--- config.mk ---
export PLATFORM = sky130hd
export DESIGN_NAME = alu_decode_stage
export DESIGN_NICKNAME = d
export VERILOG_FILES = /design/src/rtl/alu_decode_stage_pkg.sv /design/src/rtl/alu_decode_stage_cmd_decoder.sv /design/src/rtl/alu_decode_stage.sv
export SDC_FILE = /design/constraint.sdc
export NUM_CORES = 1
export LEC_CHECK = 0
export ABC_AREA = 1
export CORE_MARGIN = 5
export CORE_UTILIZATION = 43
export DETAILED_ROUTE_END_ITERATION = 16
export GPL_TIMING_DRIVEN = 0
export PLACE_DENSITY_LB_ADDON = 0.3
export SETUP_SLACK_MARGIN = 0.5
export SYNTH_ARGS = -nofsm -noshare
export SYNTH_HDL_FRONTEND = slang
export SYNTH_HIERARCHICAL = 1
export SYNTH_SLANG_ARGS = --single-unit
--- constraint.sdc ---
create_clock -name clk -period 1.2 [get_ports clk]
set_input_delay 0.36 -clock clk [delete_from_list [all_inputs] [get_ports clk]]
set_output_delay 0.36 -clock clk [all_outputs]
set_load 0.01 [all_outputs]
--- src/rtl/alu_decode_stage_pkg.sv ---
// Shared encodings for the ALU decode stage: ALU operation codes, RV32I
// opcodes and the registered command payload.
package alu_decode_stage_pkg;

  localparam logic [3:0] ALU_ADD  = 4'd0;
  localparam logic [3:0] ALU_SUB  = 4'd1;
  localparam logic [3:0] ALU_SLL  = 4'd2;
  localparam logic [3:0] ALU_SLT  = 4'd3;
  localparam logic [3:0] ALU_SLTU = 4'd4;
  localparam logic [3:0] ALU_XOR  = 4'd5;
  localparam logic [3:0] ALU_SRL  = 4'd6;
  localparam logic [3:0] ALU_SRA  = 4'd7;
  localparam logic [3:0] ALU_OR   = 4'd8;
  localparam logic [3:0] ALU_AND  = 4'd9;

  localparam logic [6:0] OPC_OP     = 7'b0110011;
  localparam logic [6:0] OPC_OP_IMM = 7'b0010011;
  localparam logic [6:0] OPC_LUI    = 7'b0110111;
  localparam logic [6:0] OPC_AUIPC  = 7'b0010111;
  localparam logic [6:0] OPC_LOAD   = 7'b0000011;
  localparam logic [6:0] OPC_STORE  = 7'b0100011;

  localparam logic [6:0] F7_BASE = 7'h00;
  localparam logic [6:0] F7_ALT  = 7'h20;

  typedef struct packed {
    logic [3:0]  alu_select;
    logic [31:0] in_a;
    logic [31:0] in_b;
    logic [4:0]  rd;
    logic        rd_we;
    logic        illegal;
  } alu_cmd_t;

  // funct3 -> ALU code; alt selects SUB/SRA variants.
  function automatic logic [3:0] alu_from_f3(input logic [2:0] f3, input logic alt);
    case (f3)
      3'b000:  return alt ? ALU_SUB : ALU_ADD;
      3'b001:  return ALU_SLL;
      3'b010:  return ALU_SLT;
      3'b011:  return ALU_SLTU;
      3'b100:  return ALU_XOR;
      3'b101:  return alt ? ALU_SRA : ALU_SRL;
      3'b110:  return ALU_OR;
      default: return ALU_AND;
    endcase
  endfunction

endpackage

--- src/rtl/alu_decode_stage_cmd_decoder.sv ---
// Combinational RV32I -> ALU command encoder. Illegal encodings collapse to
// a harmless ADD 0,0 with no register write.
module alu_cmd_decoder
  import alu_decode_stage_pkg::*;
(
  input  logic [31:0] instr,
  input  logic [31:0] pc,
  input  logic [31:0] rs1_data,
  input  logic [31:0] rs2_data,
  output alu_cmd_t    cmd
);

  logic [6:0]  opc;
  logic [2:0]  f3;
  logic [6:0]  f7;
  logic [4:0]  rd_f;
  logic [31:0] imm_i, imm_s, imm_u;
  logic        is_shift;

  assign opc      = instr[6:0];
  assign rd_f     = instr[11:7];
  assign f3       = instr[14:12];
  assign f7       = instr[31:25];
  assign imm_i    = {{20{instr[31]}}, instr[31:20]};
  assign imm_s    = {{20{instr[31]}}, instr[31:25], instr[11:7]};
  assign imm_u    = {instr[31:12], 12'b0};
  assign is_shift = (f3 == 3'b001) || (f3 == 3'b101);

  // Decode opcode/funct fields into operands, ALU code and write enable.
  always_comb begin
    cmd = '0;
    case (opc)
      OPC_OP: begin
        if (f7 == F7_BASE || (f7 == F7_ALT && (f3 == 3'b000 || f3 == 3'b101))) begin
          cmd.alu_select = alu_from_f3(f3, f7[5]);
          cmd.in_a       = rs1_data;
          cmd.in_b       = rs2_data;
          cmd.rd         = rd_f;
          cmd.rd_we      = 1'b1;
        end else begin
          cmd.illegal = 1'b1;
        end
      end
      OPC_OP_IMM: begin
        // Only shifts carry a funct7; SRAI is the sole alternate form.
        if (!is_shift || f7 == F7_BASE || (f7 == F7_ALT && f3 == 3'b101)) begin
          cmd.alu_select = alu_from_f3(f3, is_shift && f7[5]);
          cmd.in_a       = rs1_data;
          cmd.in_b       = is_shift ? {27'b0, instr[24:20]} : imm_i;
          cmd.rd         = rd_f;
          cmd.rd_we      = 1'b1;
        end else begin
          cmd.illegal = 1'b1;
        end
      end
      OPC_LUI: begin
        cmd.in_b  = imm_u;
        cmd.rd    = rd_f;
        cmd.rd_we = 1'b1;
      end
      OPC_AUIPC: begin
        cmd.in_a  = pc;
        cmd.in_b  = imm_u;
        cmd.rd    = rd_f;
        cmd.rd_we = 1'b1;
      end
      OPC_LOAD: begin
        cmd.in_a  = rs1_data;
        cmd.in_b  = imm_i;
        cmd.rd    = rd_f;
        cmd.rd_we = 1'b1;
      end
      OPC_STORE: begin
        // Address generation only; rd field holds immediate bits here.
        cmd.in_a = rs1_data;
        cmd.in_b = imm_s;
      end
      default: cmd.illegal = 1'b1;
    endcase
    // x0 is never written.
    if (cmd.rd == 5'd0) cmd.rd_we = 1'b0;
  end

endmodule

--- src/rtl/alu_decode_stage.sv ---
// Decode stage top: one-entry valid/ready pipeline register in front of the
// ALU, holding the command from alu_cmd_decoder.
module alu_decode_stage
  import alu_decode_stage_pkg::*;
(
  input  logic        clk,
  input  logic        rst_n,
  input  logic        in_valid,
  output logic        in_ready,
  input  logic [31:0] instr,
  input  logic [31:0] pc,
  input  logic [31:0] rs1_data,
  input  logic [31:0] rs2_data,
  input  logic        flush,
  output logic        out_valid,
  input  logic        out_ready,
  output logic [3:0]  alu_select,
  output logic [31:0] in_a,
  output logic [31:0] in_b,
  output logic [4:0]  rd,
  output logic        rd_we,
  output logic        illegal
);

  alu_cmd_t dec_cmd, cmd_q;
  logic     vld_q;
  logic     accept;

  alu_cmd_decoder u_dec (
    .instr    (instr),
    .pc       (pc),
    .rs1_data (rs1_data),
    .rs2_data (rs2_data),
    .cmd      (dec_cmd)
  );

  assign in_ready = !vld_q || out_ready;
  assign accept   = in_valid && in_ready;

  // Valid bit: flush beats accept beats consume.
  always_ff @(posedge clk or negedge rst_n) begin
    if (!rst_n)           vld_q <= 1'b0;
    else if (flush)       vld_q <= 1'b0;
    else if (accept)      vld_q <= 1'b1;
    else if (out_ready)   vld_q <= 1'b0;
  end

  // Payload loads only on a non-flushed accept, so it holds while stalled.
  always_ff @(posedge clk or negedge rst_n) begin
    if (!rst_n)                 cmd_q <= '0;
    else if (accept && !flush)  cmd_q <= dec_cmd;
  end

  assign out_valid  = vld_q;
  assign alu_select = cmd_q.alu_select;
  assign in_a       = cmd_q.in_a;
  assign in_b       = cmd_q.in_b;
  assign rd         = cmd_q.rd;
  assign rd_we      = cmd_q.rd_we;
  assign illegal    = cmd_q.illegal;

endmodule
-- Word-level counts from Yosys, hierarchy flattened
Cells that the tools add are included.
Widths: inputs -> output; s select.
- shifts and indexed selects: 0
- $add $sub $neg: 0
- divide/modulo/power cells: 0
- bitwise logic cells: 0
- order comparisons: 0
- reduce and logical (&&, ||, !) cells: 22
- $mul: 0
- equal/unequal tests: 13
- mux-type cells: 20
- operator list (operator ; count):
    $pmux 32 s5 ; 1
    $mux 74 ; 2
    $pmux 32 s4 ; 1
    $pmux 4 s7 ; 2
    $mux 32 ; 1
    $eq 7x6->1 const B ; 4
    $pmux 6 s3 ; 1
    $eq 7x5->1 const B ; 2
    $mux 1 ; 10
    $eq 3x3->1 const B ; 3
    $pmux 4 s2 ; 1
    $eq 7x2->1 const B ; 1
    $logic_not 7->1 ; 1
    $eq 3x2->1 const B ; 2
    $logic_or 1x1->1 ; 6
    $logic_and 1x1->1 ; 5
    $logic_not 5->1 ; 1
    $reduce_or 2->1 ; 2
    $reduce_or 4->1 ; 1
    $eq 3x1->1 const B ; 1
    $logic_not 1->1 ; 3
    $logic_not 3->1 ; 1
    $pmux 1 s3 ; 1
    $reduce_bool 3->1 ; 1
    $reduce_or 3->1 ; 1
- output and inout port bits: 77
- latch bits: 0
- register bits after elaboration: 76
- memory bits (writable): 0
- word-level logic and storage cells: 62
- memories kept: 0
- input port bits: 133
- ROM bits: 0

-- Depth between registers and ports, before layout
Gate-level depths: netlist of run 1.
- depth after elaboration: 9
- mapped depth: 12
- depth with buffers taken out: 11

-- By module
Netlist of run 1, hierarchy kept.
- modules (own cells, without submodules) (module ; area each (um^2) ; cells each ; instances ; sequential area each (um^2)):
    alu_decode_stage ; 3030.4 ; 331 ; 1 ; 1901.8
    alu_cmd_decoder ; 1844.3 ; 378 ; 1 ; 0.0

-- Worst setup path before layout of run 1
No wires, ideal clock.
- kind: in2reg
- start: in instr[1]
- end: reg cmd_q, in the netlist in_b[12]
- buffers on the path: 1
- data arrival time: 1518 ps
- stages on the path: 9
- path slack: -383 ps
- required time: 1134 ps
- library setup time: 66 ps
- path through: nand2_1 -> nor3_4 -> nand2_1 -> o21ai_2 -> nand2_1 -> buf_2 -> o211ai_1 -> nand3_1 -> nand2_1
- RTL lines (what ; RTL line ; text):
    from (decl) ; alu_decode_stage.sv:10 ; input logic [31:0] instr,
    to (signal assigned) ; alu_decode_stage.sv:51 ; else if (accept && !flush) cmd_q <= dec_cmd;
    to (decl) ; alu_decode_stage.sv:25 ; alu_cmd_t dec_cmd, cmd_q;

==> results of run 1 <==
[routing by layer]
layer	global-route usage [%]	share of wire, %	wire length [um]	vias to the layer above
li1	-	-	-	3071
met5	0	0	0	-
met1	38.2	34	8430	3301
met4	12.8	7.1	1780	0
met3	7.10	13	3280	185
met2	51.3	46	11600	642
[path summary, 6_finish.rpt]
| kind | cells after the start | slack, ps | from | end |
|---|---|---|---|---|
| max | 11 | -510 | instr[13] | in_b[30] |
| min | 2 | 40 | rst_n | in_b[25] |
| max reg2reg | 5 | -410 | out_valid | in_b[12] |
| min reg2reg | 2 | 480 | in_b[10] | in_b[10] |
| max in group asynchronous | 2 | 550 | rst_n | in_b[27] |
| min in group clk | 5 | 410 | instr[29] | in_b[9] |
[registers in the layout, indices dropped and copies added (netlist names)]
register / cells
alu_select: 4
illegal: 1
in_a: 32
in_b: 32
out_valid: 1
rd: 5
rd_we: 1
[area by class of cell]
type	count	share of cell area, %
tap	140	1.95
clock inverter	6	0.460
sequential	76	21.2
multi-input combinational	548	34.5
inverter	26	1.17
buffer	59	6.73
timing repair buffer	311	31.5
clock buffer	10	2.55
[cell usage after synthesis]
cell type  count  area [um^2]
buf_6          5         56.3
inv_2          4         15.0
nand3_1      256         1280
o21ai_1        3         15.0
a21oi_1        5         25.0
nor3b_2        1         12.5
nor2_4         1         11.3
nor3_2         1         10.0
buf_2         28          140
inv_1         21         78.8
nor3_1         1         5.00
nor3_4         1         16.3
dfrtp_1       76         1900
buf_4          9         67.6
nor2_2         2         12.5
o21ai_0        2         10.0
clkinv_1       1         3.75
o21ai_2        1         8.76
nand2_1      218          818
nand3b_1       1         7.51
o211ai_1       6         45.0
clkbuf_1      17         63.8
nand4_1       33          206
nand2_2        1         6.26
nor2_1        15         56.3
[report_power, final]
part | switching (mW) | internal [mW]
Sequential | 0.0362 | 2.61
Clock | 1.16 | 1.40
Combinational | 0.714 | 0.728
[repair_timing]
| item | CTS | global route |
|---|---|---|
| resized for setup | 532 | 88 |
| endpoints found under the setup margin | 153 | 153 |
| hold buffers | 1 | 0 |
| gates cloned | 4 | 4 |
| buffers inserted | 63 | 29 |
| endpoints found under the hold margin | 5 | 0 |
| pin swaps | 64 | 75 |
[kinds of logic (layout without fill, tap and decap cells)]
logic type             count (synthesis)  in the layout
and+or+nand+nor                      531            531
DFF                                   76             76
buffers and inverters                 85            412
AOI/OAI and AO/OA                     17             17
[through the flow]
stage | instance area, um^2 | hold slack (ps) | TNS (ps) | util [%]
after global routing | 8980 | 72.1 | -33510 | 81.8
after detailed placement | 7290 | 181 | -100380 | 66.4
after CTS | 8290 | 53.9 | -14730 | 75.5
after global placement | 7260 | 454 | -318800 | 66.1
final | 8980 | 38.2 | -28630 | 81.8
after floorplan | 5000 | 64.4 | -25650 | -
==> impl_results.md, run 1 <==
- Synth Area in Adders: 0%
- Most common cell after layout, fill and taps aside: nand3_1
- Multi-input gate area: 3100 um^2
- Worst EP arrival: 1980 ps
- Worst path slowest cell: clkbuf_4
- Mapped Area: 4870 um^2
- DP Wirelength: 13700 um
- Seq/Total Area, Yosys: between 30% and 40%
- H-tree depth reported by CTS: 3
- Yosys warns: 6
- Largest family of logic cells by synthesized area: simple AND/OR/NAND/NOR gates
- Element type at the critical path end: flip-flop
- Max transition margin: 52.3%
- Outcome: finished, violations left
- Die height: about 120 um
- Pwr Total: 6.65 mW
- Syn Area/Cell: 6.88 um^2
- Crit-path max cell delay: 270 ps
- Placed insts: 1059
- Wire length of the first global-routing pass: 32400 um
- Pwr/cell area: around 740 nW/um^2
- Vias in the first global route: 6312
- Post-Syn Nets: 842
- Root buffer cell: clkbuf_16
- Die X: 116 um
- Gpl congestion: 0.879
- TritonCTS clock tree: built
- CP startpoint kind: input pin
- Kind of critical path: in2reg
- Clock Latency Late Sink: 350 ps
- Clk slew on worst S/H paths: 70 ps
- Max frequency: roughly 0.6 GHz
- Initial core utilization: 44.4%
- Failing checks: negative setup slack
- Final WL: 25100 um
- Post-route ant nets: 0
- Clock Sinks: 76
- IO Port Bufs: 209
- Filler cell count in the final layout: 647
- Leakage Power: 4.55 nW
- Worst IR Drop VDD: 0.000621 V
- Critical Path RT: between 1000 and 1500 ps
- Rows: 38
- Antenna Cells: 0
- Multiplexer area fraction after synthesis: 0%
- Congestion Overflow GR: 0
- Commonest non-fill, non-tap cells in the layout: nand3_1, nand2_1, clkdlybuf4s50_1, buf_4, dfrtp_1
- Largest net degree at the start of global routing: 72
- Setup Skew: around 8.6 ps
- Area grow syn2layout: 84.3%
- Non-Filler Instances: 1176
- Drt first pass iters: 9
- Setup WS pre-CTS: -1430 ps
- I/O pin count: 210
- CP max FO: 10
- RSZ-0062 raised after global routing: yes
- Core region area: 11000 um^2
- Slew Viols, Final: 0
- Layout Nets: 1164
- Synth Area in XOR/XNOR: 0%
- Simple-Gate Fraction of Synth Area: 50.1%
- Crit-path cells: clkdlybuf4s15_1, inv_2, nand3_2, nand2_1, nand2_2, nand2_2, clkbuf_4, nand3_1, o211ai_1, nand3_1, nand2_1
- Die Area: about 14000 um^2
- Register area: 1900 um^2
- Hold WC Path Type: in2async
- Clk buf depth: 2
- Max-Cap Viols: 0
- Slew @ Worst Pin: 716 ps
- Cell family with most CP delay: simple AND/OR/NAND/NOR gates
- Routed vias: 7199
- Final period utilization: 143%
- Vias per Instance: 6.12
- Gr usage total: 30.7%
- Synth cell types: 25
- Num CTS Buffers: 9
- Fin. Hold Viols: 0
- CP bufs+invs: 3
- Post-route DRC: 0
- Cell count after synthesis: 709
- Initial antenna violation count: 0
- Layout cells sized above 1: between 30 and 40%
- Final setup fails: approximately 150
- Post-route setup slack: -514 ps
- Synth Area in Compound Gates: 2.13%
- Avg WL per Cell: between 20 and 25 um
- #FFs+latches synth: 76
- Initial DRC count: 1276
- Tmin final: roughly 1700 ps
Power figures use the tool's default switching activity.
==> run 2, diff against run 1 <==
--- a/config.mk
+++ b/config.mk
@@ -6,7 +6,7 @@
 export NUM_CORES = 1
 export LEC_CHECK = 0
 export ABC_AREA = 1
-export CORE_MARGIN = 5
+export CAP_MARGIN = 20
 export CORE_UTILIZATION = 43
 export DETAILED_ROUTE_END_ITERATION = 16
 export GPL_TIMING_DRIVEN = 0
==> impl_results.md, run 2 (synthesized netlist as in run 1, its figures left out) <==
- DP Wirelength: 13000 um (-5.5%)
- Max transition margin: 66.0% (+14 points)
- Num CTS Buffers: 9 (unchanged)
- Gr usage total: 35.0% (+4.3 points)
- Hold WC Path Type: in2async
- Final WL: 22900 um (-8.9%)
- Final setup fails: 149 (-2.0%)
- TritonCTS clock tree: built
- I/O pin count: 210 (unchanged)
- Max frequency: 0.606 GHz (+3.8%)
- Congestion Overflow GR: 0 (unchanged)
- Core Util, Final: 80.0% (-1.8 points)
- Drt first pass iters: 9 (unchanged)
- Crit-path cells: buf_8, nand2_8, nor3_4, nand2_2, nor2_4, buf_6, buf_16, buf_8, nand3_4, nand2_2, inv_2, nand2_1, nand3_1, nand2_1
- Vias per Instance: 5.97 (-2.5%)
- Largest net degree at the start of global routing: 45 (-38%)
- Critical Path RT: 1470 ps (about the same)
- Initial DRC count: 791 (-38%)
- Core region area: 10900 um^2 (-0.43%)
- Setup WS pre-CTS: -1430 ps (+1.08 ps)
- Placed insts: 1059 (unchanged)
- Avg WL per Cell: 19.8 um (-7.1%)
- Routed vias: 6883 (-4.4%)
- Cell family with most CP delay: simple AND/OR/NAND/NOR gates
- Die Area: 11800 um^2 (-13%)
- Vias in the first global route: 6288 (-0.38%)
- CP max FO: 4 (-6)
- Outcome: finished, violations left
- Layout Nets: 1141 (-2.0%)
- Rows: 38 (unchanged)
- Non-Filler Instances: 1153 (-2.0%)
- Max-Cap Viols: 0 (unchanged)
- Post-route setup slack: -451 ps (+62.0 ps)
- Worst path slowest cell: nor3_4
- RSZ-0062 raised after global routing: yes
- Clk slew on worst S/H paths: 70 ps (about the same)
- Kind of critical path: in2reg
- Root buffer cell: clkbuf_16
- Failing checks: negative hold slack, negative setup slack
- Area grow syn2layout: 79.5%
- Antenna Cells: 0 (unchanged)
- Leakage Power: 4.49 nW (-1.4%)
- Fin. Hold Viols: 11 (+11)
- Slew Viols, Final: 0 (unchanged)
- Clock Latency Late Sink: 340 ps (about the same)
- Die X: 108 um (-6.9%)
- Crit-path max cell delay: 270 ps (about the same)
- Fin Hold WS: -24.1 ps (-62.3 ps)
- Tmin final: 1650 ps (-62.0 ps)
- Commonest non-fill, non-tap cells in the layout: nand3_1, nand2_1, clkdlybuf4s50_1, dfrtp_1, buf_2
- Register area: 1900 um^2 (unchanged)
- Wire length of the first global-routing pass: 31500 um (-2.9%)
- Final period utilization: 138% (-5.2 points)
- IO Port Bufs: 209 (unchanged)
- Filler cell count in the final layout: 689 (+6.5%)
- Pwr/cell area: 787 nW/um^2 (+6.2%)
- Clock Sinks: 76 (unchanged)
- Slew @ Worst Pin: 510 ps (-206 ps)
- Most common cell after layout, fill and taps aside: nand3_1
- Multi-input gate area: 3100 um^2 (about the same)
- Clk buf depth: 2 (unchanged)
- Design area: 8750 um^2 (-2.6%)
- Die height: 108 um (-6.9%)
- Post-route ant nets: 0 (unchanged)
- Worst EP arrival: 1920 ps (-60 ps)
- Element type at the critical path end: flip-flop
- Layout cells sized above 1: 35.6% (about the same)
- Initial core utilization: 44.6% (+0.19 points)
- Post-route DRC: 0 (unchanged)
- Worst IR Drop VDD: 0.000762 V (+23%)
- CP bufs+invs: 5 (+2)
- Dpl cell area: 7290 um^2 (unchanged)
- Setup Skew: 5.95 ps (-2.62 ps)
- CP startpoint kind: input pin
- Initial antenna violation count: 0 (unchanged)
- H-tree depth reported by CTS: 3 (unchanged)
- Gpl congestion: 0.921 (+4.7%)
[run 2: worst reg2reg max path, cell delays in order, from the launching register on]
cell,delay [ps]
dfrtp_1,420
nand2_4,100
buf_4,160
buf_4,220
buf_4,230
nand3_1,140
nand2_1,90
[run 2: final timing paths]
check / startpoint / end / slack (ps) / cells past startpoint
min in group clk: flush / out_valid / 280 / 2
max in group asynchronous: rst_n / in_a[13] / 610 / 2
max reg2reg: out_valid / in_b[28] / -220 / 6
min reg2reg: in_a[13] / in_a[13] / 470 / 2
max: instr[1] / in_b[2] / -450 / 14
min: rst_n / in_b[20] / -20 / 1
[run 2: metrics by stage]
step | hold slack, ps | setup TNS [ps] | power [mW]
floorplan | 64.4 | -25650 | 3.04
global placement | 454 | -321460 | 3.81
detailed placement | 347 | -99340 | 3.82
CTS | -8.23 | -13020 | 6.70
global route | 4.29 | -28280 | 7.07
finish | -24.1 | -21160 | 6.88
[run 2: final cells by class]
class | count | share of cell area, %
Multi-Input combinational cell | 548 | 35.5
Timing Repair Buffer | 288 | 29.6
Sequential cell | 76 | 21.7
Buffer | 59 | 6.52
Clock buffer | 10 | 2.73
Tap cell | 140 | 2.00
Inverter | 26 | 1.26
Clock inverter | 6 | 0.715
[run 2: per-layer routing]
layer	global-route usage, %	wire, um	up-vias
li1	-	-	3020
met1	43.5	8380	3211
met2	57.0	11100	547
met3	5.79	2350	105
met4	20.8	1030	0
met5	0	0	-
[run 2: what timing repair did]
item / 4_1_cts / 5_1_grt
endpoints found under the setup margin: 153 / 153
gates resized for setup: 571 / 56
pin swaps: 98 / 30
setup buffers: 44 / 25
hold endpoints to repair: 9 / 0
gates cloned: 6 / 3
[run 2: report_power, final]
group / internal (mW) / switching, mW / total [mW]
combinational: 0.706 / 0.692 / 1.40
sequential: 2.61 / 0.0330 / 2.65
clock: 1.67 / 1.17 / 2.84
==> run 3, diff against run 2 <==
--- a/config.mk
+++ b/config.mk
@@ -10,7 +10,7 @@
 export CORE_UTILIZATION = 43
 export DETAILED_ROUTE_END_ITERATION = 16
 export GPL_TIMING_DRIVEN = 0
-export PLACE_DENSITY_LB_ADDON = 0.3
+export PLACE_DENSITY = 0.89
 export SETUP_SLACK_MARGIN = 0.5
 export SYNTH_ARGS = -nofsm -noshare
 export SYNTH_HDL_FRONTEND = slang
==> impl_results.md, run 3 (synthesized netlist as in run 1, its figures left out) <==
- Outcome: finished, violations left
- Failing checks: negative hold slack, negative setup slack
- RSZ-0062 raised after global routing: yes
- Hold WC Path Type: in2async
- Critical Path RT: 1460 ps (about the same)
- Antenna Cells: 0 (unchanged)
- Clock Latency Late Sink: 350 ps (about the same)
- Die Area: 11800 um^2 (unchanged)
- Pwr/cell area: 822 nW/um^2 (+4.5%)
- Post-route ant nets: 0 (unchanged)
- Vias per Instance: 6.02 (+0.92%)
- Gr usage total: 36.1% (+1.1 points)
- Drt first pass iters: 5 (-4)
- Fin Hold WS: -35.7 ps (-11.6 ps)
- Initial antenna violation count: 0 (unchanged)
- Slew Viols, Final: 0 (unchanged)
- Core Util, Final: 80.0% (about the same)
- Vias in the first global route: 6378 (+1.4%)
- Max transition margin: 56.1% (-9.9 points)
- H-tree depth reported by CTS: 3 (unchanged)
- Largest net degree at the start of global routing: 46 (+2.2%)
- Post-route DRC: 0 (unchanged)
- Most common cell after layout, fill and taps aside: nand2_1
- Max frequency: 0.581 GHz (-4.0%)
- Clk slew on worst S/H paths: 70 ps (about the same)
- Internal power: 5.34 mW (+7.0%)
- CP max FO: 5 (+1)
- Slew @ Worst Pin: 659 ps (+149 ps)
- Congestion Overflow GR: 0 (unchanged)
- Die height: 108 um (unchanged)
- Worst IR Drop VDD: 0.000650 V (-15%)
- Clk buf depth: 2 (unchanged)
- Root buffer cell: clkbuf_16
- Combinational share of power: 18.6% (-1.7 points)
- TritonCTS clock tree: built
- Setup WS pre-CTS: -1470 ps (-45.3 ps)
- Initial core utilization: 44.6% (unchanged)
- Element type at the critical path end: flip-flop
- Leakage Power: 4.39 nW (-2.2%)
- Final WL: 23900 um (+4.3%)
- Routed vias: 6874 (-0.13%)
- Gpl congestion: 0.953 (+3.5%)
- Post-route setup slack: -520 ps (-68.9 ps)
- Layout Nets: 1130 (-0.96%)
- Design area: 8750 um^2 (about the same)
- IO Port Bufs: 209 (unchanged)
- Core region area: 10900 um^2 (unchanged)
- Final period utilization: 143% (+5.7 points)
- Area grow syn2layout: 79.5% (about the same)
- Wire length of the first global-routing pass: 32200 um (+2.3%)
- Setup Skew: 13.4 ps (+7.48 ps)
- DP Wirelength: 13600 um (+4.7%)
- Die X: 108 um (unchanged)
- Net Sw Frac: 25.9% (-1.7 points)
- Commonest non-fill, non-tap cells in the layout: nand2_1, nand3_1, clkdlybuf4s50_1, buf_2, dfrtp_1
- Dpl cell area: 7290 um^2 (unchanged)
- Clock share of power: 44.6% (+3.4 points)
- Kind of critical path: in2reg
- Switching power: 1.86 mW (-1.8%)
- Max-Cap Viols: 0 (unchanged)
- Fin. Hold Viols: 31 (+20)
- Reg power frac: 36.8% (-1.6 points)
- Initial DRC count: 679 (-14%)
- Tmin final: 1720 ps (+68.9 ps)
- Final setup fails: 152 (+2.0%)
- Layout cells sized above 1: 37.9% (+2.2 points)
- I/O pin count: 210 (unchanged)
- Avg WL per Cell: 20.9 um (+5.4%)
- CP startpoint kind: input pin
- Rows: 38 (unchanged)
- Worst EP arrival: 1980 ps (+60 ps)
- Clock Sinks: 76 (unchanged)
- Num CTS Buffers: 9 (unchanged)
[run 3: cell types whose count changed in the layout (fill, tap and decap cells not counted), sizes merged]
cell           delta
buf              -16
clkinv            -4
bufinv            +2
clkdlybuf4s15     +2
clkdlybuf4s50     +2
dlygate4sd2       +2
dlymetal6s2s      -2
bufbuf            +1
clkbuf            +1
clkinvlp          +1
inv               -1
[run 3: repair_timing]
item,in CTS,in global routing
gates resized for setup,493,109
cloned,7,0
endpoints found under the hold margin,31,27
endpoints found under the setup margin,153,153
setup buffers,39,21
pin swaps,77,80
[run 3: path summary, 6_finish.rpt]
kind | depth (start not counted) | startpoint | endpoint | slack, ps
max | 12 | instr[1] | in_b[21] | -520
min reg2reg | 2 | in_a[27] | in_a[27] | 470
max in group asynchronous | 2 | rst_n | in_a[15] | 650
min | 1 | rst_n | rd[2] | -40
max reg2reg | 6 | out_valid | in_b[21] | -420
min in group clk | 5 | instr[29] | in_b[9] | 460
[run 3: area by class of cell]
class | count | area [um^2]
multi-input cells | 548 | 3300
fillers | 696 | 2180
flip-flops and latches | 76 | 1900
clock buffers | 11 | 243
plain buffers | 59 | 490
inverters | 26 | 98.8
clock inverters | 4 | 97.6
well taps | 140 | 175
repair buffers | 277 | 2450
[run 3: power by group through the flow]
stage | combinational (mW) | sequential (mW) | clock (mW)
final | 1.34 | 2.65 | 3.21
after global routing | 1.41 | 2.65 | 3.33
after CTS | 1.21 | 2.64 | 3.18
after detailed placement | 1.14 | 2.69 | 0
after global placement | 1.12 | 2.69 | 0
after floorplan | 0.325 | 2.71 | 0
[run 3: per-layer routing]
layer,share of wire (%),routed length (um),vias up,global-route usage (%)
met5,0,0,-,0
met4,5.8,1390,0,18.3
met3,12,2830,126,9.46
met2,47,11300,550,61.9
met1,35,8370,3204,41.2
li1,-,-,2994,-
[run 3: metrics by stage]
stage	TNS (ps)	std cells	power (mW)
after CTS	-21140	1120	7.03
after floorplan	-25650	709	3.04
after global placement	-317970	1058	3.81
after detailed placement	-100910	1059	3.83
final	-28670	1141	7.20
after global routing	-35410	1141	7.39
[run 3: critical path, stage by stage]
cell,delay [ps]
buf_8,80
nand2_8,60
nor3_4,300
nand2_2,130
nor2_4,210
buf_12,140
buf_16,120
buf_8,140
nand3_4,90
nand3_2,90
nand3_2,70
nand2_1,200
